[src/rtl/mult_div_unit_if.sv]
// Pipeline-to-MDU bundle: operation launch, MTHI/MTLO writes, busy/done status, HI/LO readback.
// Latency: wires only; the unit itself takes WIDTH+1 clocks from start to done.
// Backpressure: busy holds off new launches; a start while busy is dropped, not queued. Optional MDU_DIV0_FLAG_EN adds div_zero.
interface mult_div_unit_if #(parameter int WIDTH = 32);
    logic             start;
    logic [1:0]       op;
    logic [WIDTH-1:0] inA;
    logic [WIDTH-1:0] inB;
    logic             wen_hi;
    logic             wen_lo;
    logic [WIDTH-1:0] wd;
    logic             busy;
    logic             done;
    logic [WIDTH-1:0] hi;
    logic [WIDTH-1:0] lo;
`ifdef MDU_DIV0_FLAG_EN
    logic             div_zero;

    modport master (output start, op, inA, inB, wen_hi, wen_lo, wd,
                    input  busy, done, hi, lo, div_zero);
    modport slave  (input  start, op, inA, inB, wen_hi, wen_lo, wd,
                    output busy, done, hi, lo, div_zero);
`else
    modport master (output start, op, inA, inB, wen_hi, wen_lo, wd,
                    input  busy, done, hi, lo);
    modport slave  (input  start, op, inA, inB, wen_hi, wen_lo, wd,
                    output busy, done, hi, lo);
`endif
endinterface

[src/rtl/mult_div_unit.sv]
// Radix-2 iterative MULT/MULTU/DIV/DIVU unit holding HI/LO; MDU_DIV0_FLAG_EN adds a div_zero flag.
// Latency: start accepted at edge E, done pulses after edge E+WIDTH+1 (33 clocks at WIDTH=32).
// Backpressure: start and MTHI/MTLO writes are only taken when idle and not in the done cycle; otherwise dropped.
module mult_div_unit #(
    parameter int WIDTH = 32
) (
    input logic               clock,
    input logic               reset,
    mult_div_unit_if.slave    bus
);
    localparam int CW = $clog2(WIDTH);

    typedef enum logic [1:0] {IDLE, RUN, FIX} state_t;

    state_t             state_q, state_d;
    logic [CW-1:0]      cnt_q, cnt_d;
    logic               is_div_q, is_div_d;
    logic               sa_q, sa_d, sb_q, sb_d;
    logic               busy_q, busy_d, done_q, done_d;
    logic [WIDTH-1:0]   mcand_q, mcand_d, a_q, a_d;
    logic [WIDTH-1:0]   hi_q, hi_d, lo_q, lo_d;
    logic [2*WIDTH-1:0] acc_q, acc_d;
`ifdef MDU_DIV0_FLAG_EN
    logic               dz_q, dz_d;
`endif

    logic               sgn_a, sgn_b, accept;
    logic [WIDTH-1:0]   mag_a, mag_b, new_rem, quo_s, rem_s;
    logic [WIDTH:0]     mul_sum, rem_sh;
    logic [2*WIDTH-1:0] mul_next, div_next, prod_s;
    logic               div_ge, div0;

    // Signed ops run on magnitudes; sign flags are reapplied in FIX.
    assign sgn_a = ~bus.op[0] & bus.inA[WIDTH-1];
    assign sgn_b = ~bus.op[0] & bus.inB[WIDTH-1];
    assign mag_a = sgn_a ? -bus.inA : bus.inA;
    assign mag_b = sgn_b ? -bus.inB : bus.inB;

    // The done cycle still counts as busy for launches and MT writes.
    assign accept = (state_q == IDLE) && !done_q;

    // Multiply: acc = {partial product, remaining multiplier bits}, shifted right each step.
    assign mul_sum  = {1'b0, acc_q[2*WIDTH-1:WIDTH]} + (acc_q[0] ? {1'b0, mcand_q} : '0);
    assign mul_next = {mul_sum, acc_q[WIDTH-1:1]};

    // Divide: acc = {partial remainder, dividend/quotient}, shifted left each step.
    assign rem_sh   = {acc_q[2*WIDTH-1:WIDTH], acc_q[WIDTH-1]};
    assign div_ge   = rem_sh >= {1'b0, mcand_q};
    assign new_rem  = div_ge ? WIDTH'(rem_sh - {1'b0, mcand_q}) : rem_sh[WIDTH-1:0];
    assign div_next = {new_rem, acc_q[WIDTH-2:0], div_ge};

    assign prod_s = (sa_q ^ sb_q) ? -acc_q : acc_q;
    assign quo_s  = (sa_q ^ sb_q) ? -acc_q[WIDTH-1:0] : acc_q[WIDTH-1:0];
    assign rem_s  = sa_q ? -acc_q[2*WIDTH-1:WIDTH] : acc_q[2*WIDTH-1:WIDTH];
    assign div0   = (mcand_q == '0);

    always_comb begin
        state_d  = state_q;
        cnt_d    = cnt_q;
        is_div_d = is_div_q;
        sa_d     = sa_q;
        sb_d     = sb_q;
        busy_d   = busy_q;
        done_d   = 1'b0;
        mcand_d  = mcand_q;
        a_d      = a_q;
        hi_d     = hi_q;
        lo_d     = lo_q;
        acc_d    = acc_q;
`ifdef MDU_DIV0_FLAG_EN
        dz_d     = 1'b0;
`endif
        case (state_q)
            IDLE: begin
                if (accept && bus.start) begin
                    state_d  = RUN;
                    busy_d   = 1'b1;
                    cnt_d    = '0;
                    is_div_d = bus.op[1];
                    sa_d     = sgn_a;
                    sb_d     = sgn_b;
                    a_d      = bus.inA;
                    mcand_d  = bus.op[1] ? mag_b : mag_a;
                    acc_d    = {{WIDTH{1'b0}}, (bus.op[1] ? mag_a : mag_b)};
                end else if (accept) begin
                    if (bus.wen_hi) hi_d = bus.wd;
                    if (bus.wen_lo) lo_d = bus.wd;
                end
            end
            RUN: begin
                acc_d = is_div_q ? div_next : mul_next;
                cnt_d = cnt_q + 1'b1;
                if (cnt_q == CW'(WIDTH - 1)) state_d = FIX;
            end
            FIX: begin
                state_d = IDLE;
                busy_d  = 1'b0;
                done_d  = 1'b1;
                if (!is_div_q) begin
                    {hi_d, lo_d} = prod_s;
                end else if (div0) begin
                    lo_d = '1;
                    hi_d = a_q;
                end else begin
                    lo_d = quo_s;
                    hi_d = rem_s;
                end
`ifdef MDU_DIV0_FLAG_EN
                dz_d = is_div_q & div0;
`endif
            end
            default: state_d = IDLE;
        endcase
    end

    always_ff @(posedge clock) begin
        if (reset) begin
            state_q  <= IDLE;
            cnt_q    <= '0;
            is_div_q <= 1'b0;
            sa_q     <= 1'b0;
            sb_q     <= 1'b0;
            busy_q   <= 1'b0;
            done_q   <= 1'b0;
            mcand_q  <= '0;
            a_q      <= '0;
            hi_q     <= '0;
            lo_q     <= '0;
            acc_q    <= '0;
`ifdef MDU_DIV0_FLAG_EN
            dz_q     <= 1'b0;
`endif
        end else begin
            state_q  <= state_d;
            cnt_q    <= cnt_d;
            is_div_q <= is_div_d;
            sa_q     <= sa_d;
            sb_q     <= sb_d;
            busy_q   <= busy_d;
            done_q   <= done_d;
            mcand_q  <= mcand_d;
            a_q      <= a_d;
            hi_q     <= hi_d;
            lo_q     <= lo_d;
            acc_q    <= acc_d;
`ifdef MDU_DIV0_FLAG_EN
            dz_q     <= dz_d;
`endif
        end
    end

    assign bus.busy = busy_q;
    assign bus.done = done_q;
    assign bus.hi   = hi_q;
    assign bus.lo   = lo_q;
`ifdef MDU_DIV0_FLAG_EN
    assign bus.div_zero = dz_q;
`endif
endmodule

[src/flat_wrapper.sv]
// flat-port wrapper written by rule: the top's interface ports become plain ports
module mult_div_unit_flat 
#(
    parameter int WIDTH = 32
)
  (clock, reset, bus_start, bus_op, bus_inA, bus_inB, bus_wen_hi, bus_wen_lo, bus_wd, bus_busy, bus_done, bus_hi, bus_lo);
  mult_div_unit_if #(.WIDTH(WIDTH)) bus_i ();
  input logic clock;
  input logic reset;
  input wire logic [$bits(bus_i.start)-1:0] bus_start;
  input wire logic [$bits(bus_i.op)-1:0] bus_op;
  input wire logic [$bits(bus_i.inA)-1:0] bus_inA;
  input wire logic [$bits(bus_i.inB)-1:0] bus_inB;
  input wire logic [$bits(bus_i.wen_hi)-1:0] bus_wen_hi;
  input wire logic [$bits(bus_i.wen_lo)-1:0] bus_wen_lo;
  input wire logic [$bits(bus_i.wd)-1:0] bus_wd;
  output wire logic [$bits(bus_i.busy)-1:0] bus_busy;
  output wire logic [$bits(bus_i.done)-1:0] bus_done;
  output wire logic [$bits(bus_i.hi)-1:0] bus_hi;
  output wire logic [$bits(bus_i.lo)-1:0] bus_lo;
  assign bus_i.start = bus_start;
  assign bus_i.op = bus_op;
  assign bus_i.inA = bus_inA;
  assign bus_i.inB = bus_inB;
  assign bus_i.wen_hi = bus_wen_hi;
  assign bus_i.wen_lo = bus_wen_lo;
  assign bus_i.wd = bus_wd;
  assign bus_busy = bus_i.busy;
  assign bus_done = bus_i.done;
  assign bus_hi = bus_i.hi;
  assign bus_lo = bus_i.lo;
  mult_div_unit #(.WIDTH(WIDTH)) u_core (.clock(clock), .reset(reset), .bus(bus_i));
endmodule
[config.mk]
export PLATFORM = sky130hd
export DESIGN_NAME = mult_div_unit_flat
export DESIGN_NICKNAME = d
export VERILOG_FILES = /design/src/rtl/mult_div_unit_if.sv /design/src/rtl/mult_div_unit.sv /design/src/flat_wrapper.sv
export SDC_FILE = /design/constraint.sdc
export NUM_CORES = 1
export LEC_CHECK = 0
export CAP_MARGIN = 10
export CORE_ASPECT_RATIO = 0.7
export CORE_MARGIN = 8
export CORE_UTILIZATION = 50
export CTS_CLUSTER_DIAMETER = 100
export DETAILED_ROUTE_END_ITERATION = 10
export HOLD_SLACK_MARGIN = 0.06
export PLACE_DENSITY = 0.74
export SETUP_SLACK_MARGIN = 0.3
export SYNTH_ARGS = -nofsm -noshare
export SYNTH_HDL_FRONTEND = slang
export SYNTH_SLANG_ARGS = --single-unit
[constraint.sdc]
create_clock -name clock -period 3.3 [get_ports clock]
set_input_delay 0.99 -clock clock [delete_from_list [all_inputs] [get_ports clock]]
set_output_delay 0.99 -clock clock [all_outputs]
set_load 0.05 [all_outputs]
# After elaboration in Yosys (flattened, before gate mapping)
# Cells that the tools add are included.
dict set report classes {
  n_mux 32
  mul 0
  bitwise_logic 4
  addsub 8
  eq_ne 9
  div_mod_pow 0
  magnitude_cmp 1
  n_shift 0
  n_reduce_logical 13
}
# operator n
set ops {}
lappend ops {{32-bit two-way mux} 18}
lappend ops {{64-bit two-way mux} 3}
lappend ops {{32-bit negator} 4}
lappend ops {{32-bit case mux with 2 select lines} 2}
lappend ops {{64-bit case mux with 2 select lines} 1}
lappend ops {{64-bit negator} 1}
lappend ops {{32-bit by 32-bit adder with 33-bit output} 1}
lappend ops {{33-bit by 32-bit >= comparator with 1-bit output} 1}
lappend ops {{32-bit logical NOT} 1}
lappend ops {{32-bit subtractor} 1}
lappend ops {{5-bit case mux with 2 select lines} 1}
lappend ops {{2-bit != test, second input constant} 4}
lappend ops {{2-bit AND reduction} 4}
lappend ops {{4-bit AND reduction} 2}
lappend ops {{5-bit by 1-bit adder with 5-bit output, second input constant} 1}
lappend ops {{5-bit equality test, second input constant} 1}
lappend ops {{5-bit two-way mux} 1}
lappend ops {{2-bit two-way mux} 2}
lappend ops {{2-bit by 1-bit != test with 1-bit output, second input constant} 2}
lappend ops {{2-bit case mux with 2 select lines} 1}
lappend ops {{2-bit nonzero test} 2}
lappend ops {{1-bit bitwise AND} 2}
lappend ops {{2-bit by 1-bit equality test with 1-bit output, second input constant} 1}
lappend ops {{2-bit equality test, second input constant} 1}
lappend ops {{7 further kinds} 9}
dict set report totals {
  ramBits 0
  latchBits 0
  output_inout_bits 66
  elab_cells 79
  input_bits 103
  n_memories 0
  rom_bits 0
  register_bits 204
}

# Logic depth before layout (Yosys ltp)
dict set report logic_depth {
  depth_word 6
  depth_mapped 14
  depth_no_buf 13
}

# Worst setup path after synthesis
# No wires, ideal clock.
dict set report synth_path {
  path_kind {input -> register}
  start {input bus_inB[4]}
  end {register u_core.mcand_q[27]}
  stages 8
  required_ps 3183
  t_arrival_ps 3112
  setup_ps 117
  n_path_buf 0
  path_slack_ps 71
  path_cell_list {or4_4 > nor4_4 > nand3_1 > or4_4 > o21ai_0 > xor2_1 > nand2_1 > a32o_1}
}
dict set report synth_via {
  elab_chain_len 3
}
# element line
set synth_rtl {}
lappend synth_rtl {{from (decl)} flat_wrapper.sv:13} ;# input wire logic [$bits(bus_i.inB)-1:0] bus_inB;
lappend synth_rtl {{32-bit negator} mult_div_unit.sv:37} ;# assign mag_b = sgn_b ? -bus.inB : bus.inB;
lappend synth_rtl {{32-bit two-way mux} mult_div_unit.sv:37}
lappend synth_rtl {{32-bit two-way mux} mult_div_unit.sv:83} ;# mcand_d = bus.op[1] ? mag_b : mag_a;
lappend synth_rtl {{to (signal assigned)} mult_div_unit.sv:141} ;# mcand_q <= mcand_d;
lappend synth_rtl {{to (decl)} mult_div_unit.sv:20} ;# logic [WIDTH-1:0] mcand_q, mcand_d, a_q, a_d;
# No other way between the ends.
# A chain may end at the register's enable or synchronous reset.

# Final worst setup path
dict set report layout_path {
  start {register u_core.acc_q[0]}
  end {register u_core.acc_q[60]}
}
dict set report layout_via {
  elab_chain_len 4
}
# element line
set layout_rtl {}
lappend layout_rtl {{from (decl)} mult_div_unit.sv:22} ;# logic [2*WIDTH-1:0] acc_q, acc_d;
lappend layout_rtl {{from (signal assigned)} mult_div_unit.sv:129} ;# acc_q <= '0;
lappend layout_rtl {{from (signal assigned)} mult_div_unit.sv:145} ;# acc_q <= acc_d;
lappend layout_rtl {{32-bit two-way mux} mult_div_unit.sv:43} ;# assign mul_sum = {1'b0, acc_q[2*WIDTH-1:WIDTH]} + (acc_q[0] ? {1'b0, mcand_q} : '0);
lappend layout_rtl {{32-bit by 32-bit adder with 33-bit output} mult_div_unit.sv:43}
lappend layout_rtl {{64-bit two-way mux} mult_div_unit.sv:91} ;# acc_d = is_div_q ? div_next : mul_next;
lappend layout_rtl {{64-bit case mux with 2 select lines} mult_div_unit.sv:73} ;# case (state_q)
# No other way between the ends.

==> impl_metrics.toml <==
[status]
outcome = "complete, but fails checks"
violations = "setup timing"

[critical_path]
crit_buf_inv = 4
cell_family_with_the_largest_share_of_critical_path_delay = "simple AND/OR/NAND/NOR gates"
timing.critical_path.required_ps = 3740
rrSetupSlack_ps = -60
critical-path-max-stage-delay_ps = 550
data_arrival_at_the_endpoint_of_the_critical_path_ps = 3800
crit_path_frequent_cell = "sky130_fd_sc_hd__buf_12"
critPathKind = "flip-flop to flip-flop"
cp_cell_sequence = "clkinvlp_4 -> buf_12 -> buf_6 -> buf_12 -> nor2_1 -> ha_1 -> nand2_1 -> nor2_2 -> a2111oi_2 -> o21a_4 -> or4_4 -> a211oi_4 -> or3_1 -> a21oi_1 -> o31ai_1"
cp-end-kind = "flip-flop"
startpoint_type = "flip-flop"
worst_path_max_delay_cell = "sky130_fd_sc_hd__or4_4"
timing.critical_path.fanout_max = 12

[global_routing]
pin_count_of_the_biggest_net_entering_global_routing = 66
global_route_wire_length_before_repair_mm = 117.0
overflow = 0
grt_antenna_before_repair = 4
grt_use_total_pct = 37.54
grt_pass1_vias = 18870

[synth]
synth_compound_area_share_pct = 29.19
synth_top_cells_by_area = "sky130_fd_sc_hd__dfxtp_1 (24%), sky130_fd_sc_hd__nand2_1 (6.2%), sky130_fd_sc_hd__a21oi_1 (6.2%), sky130_fd_sc_hd__mux2i_1 (5.5%), sky130_fd_sc_hd__ha_1 (5.2%)"
synthAdderAreaFrac_pct = 5.443
yosys.area_share.xor_xnor_pct = 9.474
synth_cell_types = 83
synthSimpleGateAreaFrac_pct = 20.14
postSynthNetCount = 2428
synthesis.yosys.warnings = 0
synthMuxAreaShare_pct = 5.666
synth_common_cells = "sky130_fd_sc_hd__nand2_1 (280), sky130_fd_sc_hd__a21oi_1 (208), sky130_fd_sc_hd__dfxtp_1 (204), sky130_fd_sc_hd__nor2_1 (192), sky130_fd_sc_hd__clkbuf_1 (146)"
synth_area_mm2 = 0.01683
synth.ff_latch_count = 204
synth-main-ff-cell = "sky130_fd_sc_hd__dfxtp_1"
synth.avg_cell_area_um2 = 7.468
synth_largest_area_cell = "sky130_fd_sc_hd__dfxtp_1"
syn-instance-count = 2253
synth_top_family_by_area = "compound AO/OA/AOI/OAI gates"
synth_sequential_area_ratio_pct = 24.27
synth-async-reset-ratio_pct = 0
post-synth-top-area-fraction_pct = 24.27
synth_enable_flop_cells = 0
synth_most_common_cell = "sky130_fd_sc_hd__nand2_1"

[power]
p_seq_share_pct = 31.3
internal_power_uw = 5693
p_sw_share_pct = 36.17
power-per-cell-area_mw_per_mm2 = 376.4
p_sw_uw = 3225
power_frac_clock_pct = 32.7
p_leak_uw = 0.009511
irDropWorstVdd_v = 0.0004014
p_total_uw = 8918
combinationalPowerShare_pct = 36.0

[route]
vias_per_cell = 6.564
routed_wl_mm = 80.61
via_count = 20450
drtPass1Iterations = 6
drt-wirelength-per-cell_um = 25.87
final_antenna_net_count = 0
drc = 0
drt_first_iter_violations = 3058

[layout]
number_of_nets_in_the_layout = 2835
final_util_pct = 71.04
post-route-cell-area_mm2 = 0.02369
layout-area-overhead-vs-synth_pct = 40.81
drive_above_1_share_pct = 25.44

[floorplanning]
chipHeight_um = 169.5
pin_count = 169
rows = 56
placeable_core_region_mm2 = 0.03335
die_outline_width_um = 235.3
die-area_mm2 = 0.03987
initial_cell_density_of_the_core_pct = 50.45

[placed_design]
placed_area_mm2 = 0.02106
finalWeightedCongestion = 1.083
dp_worst_slack_ps = -468.7
buffer_ports.inserted = 168
detailedPlacementHpwl_mm = 60.33

[sta]
post-route-worst-setup-slack_ps = -64.07
fin_setup_tns_ps = -109.3
final.setup_skew_ps = 28.65
grt_setup_unrepaired = "true"
drv_slew = 0
achievable-frequency_mhz = 297.3
hold_viol = 0
layout_min_cycle_time_ps = 3364
setup_viol = 3
post-route-period-util_pct = 101.9
slew_headroom_pct = 13.81
tightest_slew_ps = 1289

[clock_network]
clock_path_buffers = 3
numClockSinks = 204
cts.htree.levels = 1
clock_tree_from_tritoncts = "built"
cts.reportedPaths.clkPinSlew_ps = 60
root_buffer = "sky130_fd_sc_hd__clkbuf_16"
insertion_delay_ps = 550
cts_inserted_buffers = 24

[flow_run]
cap_viol_max_count = 0

[min_path]
hold_path.class = "flip-flop to flip-flop"
-- routing by layer --
layer / part of all wire [%] / wire length [µm] / vias to the layer above / global-route usage (%)
met2: 40 / 32150 / 1447 / 53.87
met5: 0.18 / 145 / - / 2.421
met3: 15 / 12090 / 246 / 12.70
met1: 40 / 32580 / 9671 / 51.27
li1: - / - / 9085 / -
met4: 4.5 / 3643 / 4 / 14.10
-- worst min-delay path, stage by stage, from the launching register on --
cell and delay, ps:
sky130_fd_sc_hd__dfxtp_1 320, sky130_fd_sc_hd__nand2_1 50, sky130_fd_sc_hd__a21oi_1 50
-- stage by stage --
step	hold slack, ps	std cells
2_1_floorplan	428.7	2253
3_3_place_gp	449.3	3007
3_5_place_dp	453.8	3007
4_1_cts	467.3	3096
5_1_grt	484.8	3114
6_report	464.9	3116
-- registers in the layout (all words and copies together) (netlist names) --
register	cells
u_core.acc_q	64
u_core.a_q	32
u_core.bus.hi	32
u_core.bus.lo	32
u_core.mcand_q	32
u_core.cnt_q	5
u_core.state_q	2
u_core.bus.busy	1
u_core.bus.done	1
u_core.is_div_q	1
u_core.sa_q	1
u_core.sb_q	1
-- layout make-up --
class | count | area, µm²
Clock buffer | 33 | 674.4
Inverter | 64 | 246.5
Sequential cell | 204 | 4119
Tap cell | 435 | 544.3
Multi-Input combinational cell | 1804 | 13030
Antenna cell | 4 | 10.01
Fill cell | 2647 | 9659
Timing Repair Buffer | 562 | 4902
Clock inverter | 10 | 171.4
-- power groups by stage --
stage | clock [µW] | combinational, µW | sequential (µW)
finish | 2920 | 3210 | 2790
global route | 3020 | 3360 | 2790
CTS | 2910 | 2990 | 2770
detailed placement | 0 | 2820 | 2820
global placement | 0 | 2790 | 2810
floorplan | 0 | 1500 | 2880
-- path summary, 6_finish.rpt --
path / startpoint / depth (start not counted) / to
max: u_core.acc_q[0] / 15 / u_core.acc_q[60]
min: u_core.a_q[2] / 2 / u_core.a_q[2]
max reg2reg: u_core.acc_q[0] / 15 / u_core.acc_q[60]
min reg2reg: u_core.a_q[2] / 2 / u_core.a_q[2]
-- cells by family (layout without fill, tap and decap cells) --
kind of cell             count (synthesis)  count (layout)
AO/OA/AOI/OAI                          742             742
AND/OR/NAND/NOR                        713             713
buffers and inverters                  245             669
flip-flops                             204             204
XOR/XNOR                               182             182
multiplexers                            95              95
adder cells (fa/ha/maj)                 72              72
other                                    0               4
-- layout by cell type, fill, tap and decap left out, drive strengths merged, types with 32 or more instances in the layout --
cell             n
inv             63
a21o            32
a211oi          67
xor2            90
buf            398
dfxtp          204
o21ai          134
nor3            45
a221oi          47
mux2i           93
a21oi          209
clkdlybuf4s50  149
nor2           193
clkbuf          33
ha              70
nand2          281
o31ai           44
o211ai          37
xnor2           92
-- what timing repair did --
| item | in CTS | in global routing |
|---|---|---|
| endpoints found under the setup margin | 71 | 115 |
| gates resized for setup | 178 | 142 |
| gates cloned | 1 | 0 |
| hold buffers | 0 | 0 |
| pin swaps | 80 | 79 |
| setup buffers | 45 | 16 |
Power figures use the tool's default switching activity.
